**config.mk**
```make
export PLATFORM = sky130hd
export DESIGN_NAME = program_counter
export DESIGN_NICKNAME = d
export VERILOG_FILES = /design/src/rtl/rv_pkg.sv /design/src/rtl/program_counter.sv
export SDC_FILE = /design/constraint.sdc
export NUM_CORES = 1
export LEC_CHECK = 0
export ABC_AREA = 1
export ABC_CLOCK_PERIOD_IN_PS = 1400
export BUFFER_PORTS_ARGS = -buffer_cell sky130_fd_sc_hd__buf_2
export CORE_UTILIZATION = 43
export DETAILED_ROUTE_END_ITERATION = 8
export PLACE_DENSITY = 0.8
export SYNTH_ARGS = -nofsm -noshare
export SYNTH_HDL_FRONTEND = slang
export SYNTH_SLANG_ARGS = --single-unit
```
**constraint.sdc**
```tcl
create_clock -name clk -period 1.4 [get_ports clk]
set_input_delay 0.07 -clock clk [delete_from_list [all_inputs] [get_ports clk]]
set_output_delay 0.07 -clock clk [all_outputs]
set_load 0.02 [all_outputs]
```
**src/rtl/rv_pkg.sv**
```systemverilog
// Shared RISC-V core constants: architectural width, default reset vector,
// and the fixed instruction size used for sequential fetch.
package rv_pkg;

  localparam int XLEN = 32;
  localparam logic [XLEN-1:0] RESET_VECTOR_DEFAULT = 32'h0000_0000;
  localparam int INSTR_BYTES = 4;

endpackage

```
**src/rtl/program_counter.sv**
```systemverilog
// IF-stage program counter: loads the next-PC mux output on every edge and
// exposes the sequential successor plus an alignment flag.
module program_counter
  import rv_pkg::*;
#(
  parameter int WIDTH = XLEN,
  parameter logic [WIDTH-1:0] RESET_VECTOR = WIDTH'(RESET_VECTOR_DEFAULT)
) (
  input  logic             clk,
  input  logic             rst,
  input  logic [WIDTH-1:0] pc_in,
  output logic [WIDTH-1:0] pc_out,
  output logic [WIDTH-1:0] pc_plus4,
  output logic             misaligned
);

  // Fetch register: no enable, so a stall must be expressed by the mux feeding pc_in
  always_ff @(posedge clk or posedge rst) begin
    if (rst) begin
      pc_out <= RESET_VECTOR;
    end else begin
      pc_out <= pc_in;
    end
  end

  // Wraps modulo 2^WIDTH; misalignment is reported only, never corrected here
  assign pc_plus4   = pc_out + WIDTH'(INSTR_BYTES);
  assign misaligned = |pc_out[1:0];

endmodule

```
### Word-level counts from Yosys, hierarchy flattened

Cells that the tools add are included.
Widths: inputs -> output; s select.

| storage, ports and cells | value |
|---|---|
| register bits | 32 |
| input bits | 34 |
| output and inout port bits | 65 |
| word-level logic and storage cells | 3 |

| cells by class | value |
|---|---|
| $add $sub $neg | 1 |
| reductions and logical operators | 1 |

Operator list:

| cell | number |
|---|---|
| $add 32x3->32 const B | 1 |
| $reduce_or 2->1 | 1 |

### Depth between registers and ports, before layout

| depth | value |
|---|---|
| depth after elaboration | 1 |
| gate-level depth with buffers | 8 |
| depth with buffers taken out | 8 |

### Least setup slack after synthesis

Ideal clock, no wire load.

| timing | value |
|---|---|
| kind | reg2out |
| start | register pc_out[3] |
| end | output pc_plus4[18] |
| arrival | 1.539 ns |
| required time | 1.330 ns |
| setup slack | -0.209 ns |
| cell stages (with the launch flop) | 7 |
| path buffers | 0 |
| cells stage by stage | dfrtp_1 ha_1 nand2_1 nor2_1 nand2_2 nor2_4 xor2_1 |

| between the ends | value |
|---|---|
| word-level cells in the longest chain between the ends | 1 |

Ends and longest elaborated chain:

| what | RTL line | RTL |
|---|---|---|
| from (decl) | program_counter.sv:12 | `output logic [WIDTH-1:0] pc_out,` |
| from (signal assigned) | program_counter.sv:22 | `pc_out <= pc_in;` |
| $add 32x3->32 | program_counter.sv:27 | `assign pc_plus4 = pc_out + WIDTH'(INSTR_BYTES);` |
| to (decl) | program_counter.sv:13 | `output logic [WIDTH-1:0] pc_plus4,` |

No other way between the ends.

### Final worst setup path

| timing | value |
|---|---|
| start | register pc_out[2] |
| end | output pc_plus4[27] |

Same word-level chain as after synthesis.

==> results.sh <==
export IMPL_worstPathArrival_ns=1.89
export IMPL_cts_tree="built"
export IMPL_die_width_um=64.07
export IMPL_crit_start="pc_out[2]"
export IMPL_place_area_sq_mm=0.002507
export IMPL_grt_pass1_vias=2317
export IMPL_setup_slack_ns=-0.5557
export IMPL_drt_first_pass_iters=5
export IMPL_cts_sink_count=32
export IMPL_preCtsSetupSlack_ns=-0.06209
export IMPL_max_freq_mhz=511.3
export IMPL_yosys_warnings=0
export IMPL_swShare=0.3283
export IMPL_path_clk_slew_ns=0.08
export IMPL_timing_final_crit_period_ns=1.956
export IMPL_port_buffer_count=98
export IMPL_p_int_w=0.001745
export IMPL_die_h_um=64.07
export IMPL_hp_start="pc_in[23]"
export IMPL_hpwl_um=3759
export IMPL_start_kind="register"
export IMPL_instances_no_fill=432
export IMPL_grt_max_degree=33
export IMPL_antenna_found_initial=0
export IMPL_top_register="pc_out"
export IMPL_synth_seq_area_share=0.4834
export IMPL_worstPathRequired_ns=1.33
export IMPL_largestRegisters="pc_out x32"
export IMPL_num_vias=2541
export IMPL_worstHoldPathType="in -> reg"
export IMPL_core_area_sq_mm=0.003689
export IMPL_cts_buffer_depth=2
export IMPL_place_gp_congestion=0.8838
export IMPL_diodes=0
export IMPL_route_detailed_drc=0
export IMPL_critical_path_class="reg -> out"
export IMPL_nNetsFinal=418
export IMPL_ys_ff_latch=32
export IMPL_dieArea_sq_mm=0.004105
export IMPL_synth_cells=207
export IMPL_period_share=1.397
export IMPL_syn_nets=242
export IMPL_power_density_mw_per_mm2=771.8
export IMPL_failed_checks="negative setup slack"
export IMPL_postLayoutCellArea_sq_mm=0.003367
export IMPL_syn_area_sq_mm=0.001657
export IMPL_detailedRoute_firstIterationViolations=336
export IMPL_setup_viol=28
export IMPL_clkPwrFrac=0.320
export IMPL_root_buffer="clkbuf_8"
export IMPL_cts_buffers=5
export IMPL_via_per_inst=5.882
export IMPL_whs_ns=0.4277
export IMPL_leakagePower_nw=1.681
export IMPL_max_cap_violations=0
export IMPL_max_slew_margin=0.7147
export IMPL_fin_setup_tns_ns=-11.19
export IMPL_cp_end_kind="output port"
export IMPL_initial_core_util=0.4491
export IMPL_rows=22
export IMPL_largest_reg_flops=32
export IMPL_grt_usage=0.3801
export IMPL_finalMaxSlewViolations=0
export IMPL_io_pins=99
export IMPL_dp_cells=374
export IMPL_syn_area_per_cell_sq_um=8.003
export IMPL_htree_levels=2
export IMPL_areaGrowthSynthToFinish_pct=103.2
export IMPL_p_comb_frac=0.278
export IMPL_critical_path_max_fanout=5
export IMPL_outcome="finished, violations left"
export IMPL_ir_worst_vdd_uv=758.8
export IMPL_switching_power_w=0.0008531
export IMPL_wl_per_cell_um=22.95
export IMPL_drtAntennaViolNets=0
export IMPL_layout_drive_gt1_share=0.5729
export IMPL_worstMarginPinSlew_ns=0.4279
export IMPL_synthDistinctLibCells=16
export IMPL_hold_violations=0
export IMPL_overflow=0
export IMPL_drt_wl_total_um=9913
export IMPL_grt_pass1_wl_um=11440
export IMPL_grt_setup_unrepaired="yes"
export IMPL_power_frac_seq=0.403
==> final timing paths <==
path / to / slack (ns) / cells past startpoint
min in group asynchronous: pc_out[7] / 0.45 / 4
worst min-delay path: pc_out[23] / 0.43 / 2
worst max-delay path: pc_plus4[27] / -0.56 / 8
max in group asynchronous: pc_out[11] / 0.61 / 4
==> layout make-up <==
cell class                 count  area, sq um
tap                           48        60.06
clock buffer                   8        100.1
inverter                      16        60.06
timing repair buffer         171         1249
fill                         139        321.6
multi-input combinational    157         1087
sequential                    32        810.8
==> what timing repair did <==
action	CTS	global route
endpoints found under the hold margin	64	0
resized for setup	46	48
endpoints found under the setup margin	27	28
hold buffers	33	0
gates cloned	0	0
setup buffers	8	9
pin swaps	17	23
==> Yosys cell counts <==
cell / instances / share of area
nand3b_1: 8 / 0.036
dfrtp_1: 32 / 0.48
xnor2_1: 4 / 0.021
nor2_4: 5 / 0.034
nand3_1: 6 / 0.018
nor2_2: 4 / 0.015
nand2_4: 1 / 0.0068
nand2_2: 2 / 0.0076
xor2_1: 11 / 0.058
nor2_1: 30 / 0.068
inv_1: 16 / 0.036
ha_1: 1 / 0.0076
or2_2: 1 / 0.0038
and2_1: 3 / 0.011
nand2_1: 81 / 0.18
buf_4: 2 / 0.0091
==> placed cells by master, fill, tap and decap left out <==
| master | instances |
|---|---|
| buf_2 | 74 |
| nand2_1 | 62 |
| buf_4 | 46 |
| dlygate4sd3_1 | 33 |
| dfrtp_1 | 24 |
| nand2_2 | 18 |
| buf_6 | 18 |
| inv_1 | 15 |
| nor2_2 | 14 |
| nor2_4 | 13 |
| nor2_1 | 12 |
| nand3b_1 | 8 |
| dfrtp_2 | 8 |
| clkbuf_8 | 7 |
| xor2_2 | 6 |
| nand3_1 | 5 |
| nand2_4 | 4 |
| xnor2_2 | 4 |
| xor2_4 | 3 |
| and2_1 | 2 |
| xor2_1 | 2 |
| inv_2 | 1 |
| nand3_4 | 1 |
| and2_4 | 1 |
| or2_2 | 1 |
| ha_4 | 1 |
| clkbuf_1 | 1 |
==> stage by stage <==
stage               total power (W)  utilization
floorplan                  0.001303            -
global placement           0.001507       0.6798
detailed placement         0.001518       0.6798
CTS                        0.002408       0.8555
global route               0.002665       0.9128
finish                     0.002598       0.9128
==> cell families (layout without fill, tap and decap cells) <==
group / count (synthesis) / count (layout) / share of synthesized area
simple gates: 141 / 141 / 0.3844
flops: 32 / 32 / 0.4834
xor+xnor: 15 / 15 / 0.07930
buf+inv: 18 / 195 / 0.04532
fa+ha+maj: 1 / 1 / 0.007552
==> per-layer routing <==
layer  track usage  vias to the layer above  share of wire
met5             0                        -              0
li1              -                      963              -
met2        0.6689                      280           0.48
met1        0.4161                     1195           0.31
met3       0.08750                      103           0.11
met4        0.2188                        0          0.097
==> critical path: stages (launching register included) <==
cell and delay [ns]:
dfrtp_2 0.46, inv_2 0.10, nor2_4 0.22, nand2_4 0.13
nor2_4 0.23, nand2_1 0.11, nand2_1 0.11, nand2_1 0.08
buf_6 0.14
==> power by group through the flow <==
| stage | Sequential [W] | Clock (W) | Combinational, W |
|---|---|---|---|
| 2_1_floorplan | 0.00110 | 0 | 0.000198 |
| 3_3_place_gp | 0.00104 | 0 | 0.000463 |
| 3_5_place_dp | 0.00104 | 0 | 0.000474 |
| 4_1_cts | 0.00103 | 0.000776 | 0.000606 |
| 5_1_grt | 0.00105 | 0.000875 | 0.000745 |
| 6_report | 0.00105 | 0.000830 | 0.000721 |
Note: power is estimated with default switching activity, not from simulation.
